`config.mk`:
```
export PLATFORM = sky130hd
export DESIGN_NAME = vend_txn_controller
export DESIGN_NICKNAME = d
export VERILOG_FILES = /design/src/rtl/vend_txn_controller.sv
export SDC_FILE = /design/constraint.sdc
export NUM_CORES = 1
export LEC_CHECK = 0
export CAP_MARGIN = 10
export CORE_ASPECT_RATIO = 0.9
export CORE_MARGIN = 5
export CORE_UTILIZATION = 50
export DETAILED_ROUTE_END_ITERATION = 12
export GPL_ROUTABILITY_DRIVEN = 0
export HOLD_SLACK_MARGIN = 0.12
export PLACE_DENSITY = 0.7
export SETUP_SLACK_MARGIN = 0.5
export SLEW_MARGIN = 20
export SYNTH_ARGS = -nofsm -noshare
export SYNTH_HDL_FRONTEND = slang
export SYNTH_SLANG_ARGS = --single-unit
```
`constraint.sdc`:
```
create_clock -name clk_i -period 8.4 [get_ports clk_i]
set_input_delay 1.68 -clock clk_i [delete_from_list [all_inputs] [get_ports clk_i]]
set_output_delay 1.68 -clock clk_i [all_outputs]
set_load 0.03 [all_outputs]
```
`src/rtl/vend_txn_controller.sv`:
```
// Vending transaction sequencer: select -> quantity -> confirm -> pay -> vend -> change,
// with cancel/timeout refund. All outputs are registered.
module vend_txn_controller #(
  parameter int TIMEOUT_CYCLES = 1000,
  parameter int MAX_QTY        = 9
) (
  input  logic       clk_i,
  input  logic       reset_ni,
  input  logic       key_valid_i,
  input  logic [3:0] key_code_i,
  output logic [7:0] display_value_o,
  output logic       vend_o,
  output logic [2:0] product_id_o,
  output logic [3:0] qty_o,
  output logic       change_valid_o,
  output logic [7:0] change_amount_o,
  output logic       refund_o,
  output logic       busy_o,
  output logic [2:0] state_dbg_o
);
  localparam int TW = $clog2(TIMEOUT_CYCLES + 1);

  typedef enum logic [2:0] {
    S_IDLE = 3'd0, S_SELECT = 3'd1, S_QTY = 3'd2, S_CONFIRM = 3'd3,
    S_PAY = 3'd4, S_VEND = 3'd5, S_CHANGE = 3'd6
  } state_e;

  state_e        state_q, state_d;
  logic [2:0]    prod_q, prod_d;
  logic [3:0]    qty_q, qty_d;
  logic [7:0]    price_q, price_d, total_q, total_d, paid_q, paid_d;
  logic [7:0]    change_q, change_d, disp_q, disp_d, ca_q, ca_d;
  logic          vend_q, vend_d, cv_q, cv_d, refund_q, refund_d;
  logic [TW-1:0] timer_q, timer_d;

  logic       kv, active, go_vend, timeout, cancel;
  logic [7:0] coin, lut_price;
  logic [8:0] paid_sum;

  always_comb begin
    lut_price = 8'd0;
    case (key_code_i)
      4'd1: lut_price = 8'd9;
      4'd2: lut_price = 8'd12;
      4'd3: lut_price = 8'd10;
      4'd4: lut_price = 8'd8;
      4'd5: lut_price = 8'd2;
      default: lut_price = 8'd0;
    endcase
    coin = 8'd0;
    case (key_code_i)
      4'd4: coin = 8'd2;
      4'd5: coin = 8'd5;
      4'd6: coin = 8'd10;
      default: coin = 8'd0;
    endcase
  end

  assign kv       = key_valid_i;
  assign active   = (state_q == S_SELECT) || (state_q == S_QTY) ||
                    (state_q == S_CONFIRM) || (state_q == S_PAY);
  assign go_vend  = (state_q == S_PAY) && (paid_q >= total_q);
  // A key arriving on the expiry cycle wins: it restarts the timer instead.
  assign timeout  = !kv && active && (timer_q == TW'(TIMEOUT_CYCLES - 1));
  assign cancel   = !go_vend && active && ((kv && key_code_i == 4'hC) || timeout);
  assign paid_sum = {1'b0, paid_q} + {1'b0, coin};

  always_comb begin
    state_d  = state_q;
    prod_d   = prod_q;
    qty_d    = qty_q;
    price_d  = price_q;
    total_d  = total_q;
    paid_d   = paid_q;
    change_d = change_q;
    disp_d   = disp_q;
    vend_d   = 1'b0;
    cv_d     = 1'b0;
    ca_d     = 8'd0;
    refund_d = 1'b0;

    case (state_q)
      S_IDLE: begin
        disp_d = 8'd0;
        if (kv && key_code_i == 4'hF) state_d = S_SELECT;
      end
      S_SELECT: if (kv && key_code_i >= 4'd1 && key_code_i <= 4'd5) begin
        prod_d  = key_code_i[2:0];
        price_d = lut_price;
        disp_d  = lut_price;
        qty_d   = 4'd0;
        state_d = S_QTY;
      end
      S_QTY: if (kv && key_code_i <= 4'd9) begin
        qty_d  = key_code_i;
        disp_d = {4'd0, key_code_i};
      end else if (kv && key_code_i == 4'hE) begin
        if (qty_q >= 4'd1 && qty_q <= 4'(MAX_QTY)) begin
          total_d = price_q * {4'd0, qty_q};
          disp_d  = price_q * {4'd0, qty_q};
          state_d = S_CONFIRM;
        end else begin
          qty_d = 4'd0;
        end
      end
      S_CONFIRM: if (kv && key_code_i == 4'hF) begin
        paid_d  = 8'd0;
        disp_d  = 8'd0;
        state_d = S_PAY;
      end
      S_PAY: if (go_vend) begin
        vend_d   = 1'b1;
        change_d = paid_q - total_q;
        state_d  = S_VEND;
      end else if (kv && coin != 8'd0) begin
        paid_d = paid_sum[8] ? 8'hFF : paid_sum[7:0];
        disp_d = paid_sum[8] ? 8'hFF : paid_sum[7:0];
      end
      S_VEND: begin
        cv_d    = 1'b1;
        ca_d    = change_q;
        disp_d  = change_q;
        state_d = S_CHANGE;
      end
      S_CHANGE: begin
        prod_d  = 3'd0;
        qty_d   = 4'd0;
        price_d = 8'd0;
        total_d = 8'd0;
        paid_d  = 8'd0;
        disp_d  = 8'd0;
        state_d = S_IDLE;
      end
      default: state_d = S_IDLE;
    endcase

    if (cancel) begin
      if (paid_q != 8'd0) begin
        cv_d     = 1'b1;
        refund_d = 1'b1;
        ca_d     = paid_q;
      end
      prod_d  = 3'd0;
      qty_d   = 4'd0;
      price_d = 8'd0;
      total_d = 8'd0;
      paid_d  = 8'd0;
      disp_d  = 8'd0;
      state_d = S_IDLE;
    end

    timer_d = (kv || state_d != state_q || !active) ? '0 : timer_q + 1'b1;
  end

  always_ff @(posedge clk_i or negedge reset_ni) begin
    if (!reset_ni) begin
      state_q  <= S_IDLE;
      prod_q   <= '0;
      qty_q    <= '0;
      price_q  <= '0;
      total_q  <= '0;
      paid_q   <= '0;
      change_q <= '0;
      disp_q   <= '0;
      vend_q   <= 1'b0;
      cv_q     <= 1'b0;
      ca_q     <= '0;
      refund_q <= 1'b0;
      timer_q  <= '0;
    end else begin
      state_q  <= state_d;
      prod_q   <= prod_d;
      qty_q    <= qty_d;
      price_q  <= price_d;
      total_q  <= total_d;
      paid_q   <= paid_d;
      change_q <= change_d;
      disp_q   <= disp_d;
      vend_q   <= vend_d;
      cv_q     <= cv_d;
      ca_q     <= ca_d;
      refund_q <= refund_d;
      timer_q  <= timer_d;
    end
  end

  assign display_value_o = disp_q;
  assign vend_o          = vend_q;
  assign product_id_o    = prod_q;
  assign qty_o           = qty_q;
  assign change_valid_o  = cv_q;
  assign change_amount_o = ca_q;
  assign refund_o        = refund_q;
  assign busy_o          = (state_q != S_IDLE);
  assign state_dbg_o     = state_q;
endmodule

```
==> results of run 1 <==
-- layer usage --
metal	vias to the layer above	global-route usage [%]	wire (um)
met2	158	35.9	5620
met5	-	0	0
li1	1894	-	-
met3	10	5.24	773
met1	1967	30.1	5260
met4	0	5.40	133
-- how the worst min path moves through the flow --
stage / end / slack [ps]
after global routing: display_value_o[1] / 510
after floorplan: change_q[4] / 450
after global placement: change_q[4] / 470
after CTS: change_q[4] / 500
after detailed placement: change_q[4] / 470
final: change_q[4] / 490
-- cells by family after synthesis --
group	count (synthesis)	synth area share [%]
and+or+nand+nor	189	21.1
AOI/OAI and AO/OA	128	18.5
DFF	67	36.9
buffers and inverters	63	5.31
adders and majority gates	31	9.53
xor gates and xnor gates	21	4.05
muxes	19	4.60
-- state kept, by name (all words and copies together) (netlist names) --
register,flops
total_q,8
qty_o,4
state_dbg_o,3
change_amount_o,8
change_q,8
timer_q,10
refund_o,1
price_q,4
change_valid_o,1
display_value_o,8
paid_q,8
product_id_o,3
vend_o,1
-- critical path, stage by stage --
cell and delay (ps):
clkdlybuf4s50_1 750, or4b_1 630, or3_1 470, a21oi_4 270, nand3_1 410, a21oi_1 790, nor4b_1 110
-- metrics by stage --
step	util [%]	total power [mW]	worst slack (ps)	cell area, sq um
6_report	57.2	1.14	3470	5150
5_1_grt	57.2	1.21	3260	5150
4_1_cts	57.2	1.15	3490	5150
3_5_place_dp	55.1	0.880	3120	4960
3_3_place_gp	55.1	0.874	3200	4960
2_1_floorplan	-	0.726	4370	4540
-- layout make-up --
class                      instances  area (sq um)
inverter                          38           143
tap                              122           153
clock inverter                     5          53.8
multi-input combinational        388          2630
fill                             882          3850
timing repair buffer              37           363
clock buffer                      11           131
sequential                        67          1680
-- report_power, final --
part           internal, mW  leakage (nW)  switching [mW]
logic                 0.171          1.21           0.277
registers             0.366         0.921          0.0642
clock network         0.136        0.0971           0.125
-- layout by cell type, fill, tap and decap left out, types with 6 or more instances in the layout --
cell	synthesis	routed
and2_1	9	9
nand2_1	56	56
nand2b_1	10	10
a21oi_1	20	20
o22ai_1	6	6
dfrtp_1	67	67
o31ai_1	9	9
or3_1	6	6
nor3_1	9	9
o21ai_0	39	39
mux2_2	13	13
nor4_1	7	7
nand3_1	12	12
clkbuf_8	0	9
and3_1	8	8
fa_1	6	6
nor2_1	44	44
ha_1	25	25
inv_1	37	37
nor4b_1	7	7
xnor2_1	11	11
clkdlybuf4s50_1	0	35
a31oi_1	6	6
xor2_1	10	10
==> results.ini, run 1 <==
[floorplan]
placementRows=33
die_x_um=110
initial_utilization_pct=50.5
ios=37
fp.dieArea_sq_um=11100
fp.dieH_um=100
coreArea_sq_um=9000

[timing]
hold_viol=0
finClkSkew_ps=8.45
rsz0062_at_grt=false
finalCritPeriodShare_pct=58.6
min_period_ps=4930
finalSetupTns_ps=0
worst_slew_pin_slew_ps=926
fmax_ghz=0.203
hold_slack_ps=493
slew_viol_final=0
relSlewSlack_pct=38.0
setup_viol_count_final=0

[worst_setup_path]
startpoint=key_valid_i
endpoint=timer_q[0]
r2r-start=paid_q[0]
worstPathRequired_ps=8590
r2r-end=qty_o[0]
cp_max_fo=20
ff2ff_path_depth=10
worst_setup_path_start_kind=input pin
cp_data_arrival_time_ps=5120
endpoint_kind=register
rrSetupSlack_ps=4220
critical_path_class=input pin to register

[logic_synthesis]
ys_top_cells_by_area=dfrtp_1 37%, ha_1 6.9%, nand2_1 4.6%, o21ai_0 4.3%, nor2_1 3.6%
async_reset_ff_share_pct=100
ys_types=62
synth_edf_count=0
synth.largest_area_cell=dfrtp_1
ys.warnings.count=0
syn_nets=556
ys.flop_type=dfrtp_1
yosysMostFrequentCell=dfrtp_1
ys_ff_latch=67
avgSynthCellArea_sq_um=8.77
synth_top_area_share_pct=36.9
syn_inst=518
synth.cell_area_sq_um=4540
ys_seq_area_share_pct=36.9
synth_common_cells=67 x dfrtp_1, 56 x nand2_1, 44 x nor2_1

[route]
num_vias=4029
ant_nets=0
drt-wirelength-per-cell_um=17.6
drc=0
wirelength_um=11800
viasPerCell=6.03
drt-initial-drc-count=296
firstDrtPassIters=5

[pwr]
leakage_nw=2.23
ir_drop_v=0.000130
powerDensity_nw_per_um2=222

[grt]
grt_max_degree=68
grt_usage_pct=22.1
grt_pass1_vias=3806
overflow=0
grt_pass1_wl_um=19700
antenna_found_initial=0

[min_path]
min_from=change_q[4]
hold_path_class=register to register
hold_depth=2

[layout]
syn_to_final_growth_pct=13.2
final_cells=668
layout-drive-gt1-share_pct=6.96
final_nets=579
antenna_cells=0

[run_status]
status=complete, no violations

[clock_network]
htree_levels=3
cts_buffer_depth=2
post_cts_resize_count=0
cts_root_buf=clkbuf_8
post_cts_buffers=0
clk_pin_slew_ps=70
ctsHoldBuffers=0
cts_buffers=9
worstSkewPairLatency_ps=350
clock_sinks=67
cts_tree=yes

[flow_run]
maxCapViolCount=0

[placement]
port_buffers=36
post-dp-hpwl_um=8610
place_inst=652

Power figures use the tool's default switching activity.
==> run 2: changes to the inputs <==
- clock period: 8.4 -> 4.95 ns (I/O delays scaled with it)
==> results.ini, run 2 (synthesized netlist as in run 1, its figures left out) <==
[pwr]
p_int_mw=1.11  ; was 0.674 mW
swShare_pct=41.8  ; was 40.9%
power_frac_comb_pct=40.0  ; was 39.3%
leakage_nw=2.24  ; was 2.23 nW
p_switching_mw=0.800  ; was 0.466 mW
p_seq_share_pct=38.5  ; was 37.8%
ir_drop_v=0.000200  ; was 0.000130 V
p_clk_share_pct=21.5  ; was 22.9%
powerDensity_nw_per_um2=371  ; was 222 nW/um^2

[timing]
setup_viol_count_final=0  ; unchanged
rsz0062_at_grt=false  ; unchanged
hold_viol=0  ; unchanged
finalSetupTns_ps=0  ; unchanged
min_period_ps=3980
finalCritPeriodShare_pct=80.3
setup_slack_ps=974  ; was 3470 ps
relSlewSlack_pct=37.6  ; was 38.0%
slew_viol_final=0  ; unchanged
worst_slew_pin_slew_ps=911  ; was 926 ps
finClkSkew_ps=12.6  ; was 8.45 ps
fmax_ghz=0.251

[layout]
syn_to_final_growth_pct=13.6  ; was 13.2%
final_nets=583  ; was 579
largest_reg_flops=10  ; unchanged
design_area_sq_um=5160  ; was 5150 sq um
layout-drive-gt1-share_pct=7.64  ; was 6.96%
fillers=860  ; was 882
antenna_cells=0  ; unchanged
final_common_cell=dfrtp_1  ; unchanged
final_cells=672  ; was 668
regMostFlops=timer_q  ; unchanged
layout_common_cells=67 x dfrtp_1, 56 x nand2_1, 44 x nor2_1, 39 x o21ai_0, 37 x inv_1  ; unchanged

[grt]
grt_pass1_vias=3952  ; was 3806
overflow=0  ; unchanged
grt_max_degree=43  ; was 68
grt_usage_pct=22.4  ; was 22.1%
antenna_found_initial=0  ; unchanged
grt_pass1_wl_um=19900  ; was 19700 um

[min_path]
hold_path_class=register to register  ; unchanged

[worst_setup_path]
rrSetupSlack_ps=1390  ; was 4220 ps
r2r-start=qty_o[3]  ; was paid_q[0]
worstPathRequired_ps=5240  ; was 8590 ps
worst_setup_path_start_kind=input pin  ; unchanged
ff2ff_path_depth=11  ; was 10
cp_max_fo=11  ; was 20
endpoint=display_value_o[1]  ; was timer_q[0]
startpoint=key_code_i[3]  ; was key_valid_i
endpoint_kind=register  ; unchanged
r2r-end=display_value_o[7]  ; was qty_o[0]
cp_data_arrival_time_ps=4260  ; was 5120 ps
critical_path_class=input pin to register  ; unchanged

[clock_network]
worstSkewPairLatency_ps=360  ; was 350 ps
clock_sinks=67  ; unchanged
cts_tree=yes  ; unchanged
cts_buffer_depth=2  ; unchanged
htree_levels=3  ; unchanged
cts_root_buf=clkbuf_8  ; unchanged
post_cts_buffers=0  ; unchanged
ctsHoldBuffers=0  ; unchanged
clk_pin_slew_ps=70  ; about the same
cts_buffers=9  ; unchanged
post_cts_resize_count=0  ; unchanged

[route]
num_vias=3974  ; was 4029
drt-wirelength-per-cell_um=17.9  ; was 17.6 um
drc=0  ; unchanged
ant_nets=0  ; unchanged
drt-initial-drc-count=346  ; was 296
firstDrtPassIters=5  ; unchanged
wirelength_um=12000  ; was 11800 um
viasPerCell=5.91  ; was 6.03

[floorplan]
placementRows=33  ; unchanged
ios=37  ; unchanged
fp.dieArea_sq_um=11100  ; unchanged
die_x_um=110  ; unchanged
coreArea_sq_um=9000  ; unchanged
fp.dieH_um=100  ; unchanged
initial_utilization_pct=50.5  ; unchanged

[placement]
port_buffers=36  ; unchanged
place_inst=656  ; was 652
post-dp-hpwl_um=8990  ; was 8610 um
dp_slack_ps=739  ; was 3120 ps
placed_area_sq_um=4990  ; was 4960 sq um

[run_status]
status=complete, no violations  ; unchanged

[flow_run]
maxCapViolCount=0  ; unchanged

## run 2: area by class of cell
class                      count  area [sq um]  share of cell area, %
clock buffer                  12           145                   2.81
clock inverter                 4          26.3                  0.509
inverter                      38           143                   2.76
multi-input combinational    388          2630                   50.9
sequential                    67          1680                   32.5
tap                          122           153                   2.96
timing repair buffer          41           393                   7.61
## run 2: per-stage QoR
step           hold slack [ps]  utilization [%]  total power [mW]
6_report                   487             57.4              1.91
2_1_floorplan              450                -              1.23
4_1_cts                    488             57.4              1.92
3_3_place_gp               467             55.4              1.48
5_1_grt                    515             57.4              2.03
3_5_place_dp               470             55.4              1.50
## run 2: worst min path at each step
| stage | slack (ps) | to | cells past startpoint | start |
|---|---|---|---|---|
| 3_3_place_gp | 470 | change_q[4] | 2 | change_q[4] |
| 3_5_place_dp | 470 | change_q[4] | 2 | change_q[4] |
| 2_1_floorplan | 450 | change_q[4] | 2 | change_q[4] |
| 4_1_cts | 490 | change_q[4] | 2 | change_q[4] |
| 6_report | 490 | change_q[4] | 2 | change_q[4] |
| 5_1_grt | 520 | display_value_o[5] | 1 | display_value_o[5] |
## run 2: worst max-delay path: stages
cell             delay, ps
clkdlybuf4s50_1        580
nand2b_1               240
nor3_1                 340
ha_1                   250
inv_1                   60
fa_1                   390
nand2b_1               200
a211oi_1               500
o21ai_0                240
o221ai_1               130
and3_1                 190
mux2_2                 150
## run 2: power groups by stage
stage	clock (mW)	sequential (mW)	combinational, mW
final	0.411	0.738	0.766
after global routing	0.443	0.753	0.835
after CTS	0.420	0.734	0.761
after detailed placement	0	0.745	0.756
after global placement	0	0.741	0.743
after floorplan	0	0.777	0.455
## run 2: layer usage
layer	GRT usage [%]	part of all wire (%)	up-vias
met2	36.6	47	154
met1	28.9	44	1893
met4	9.28	3.0	0
li1	-	-	1896
met5	0	0	-
met3	5.06	6.6	31
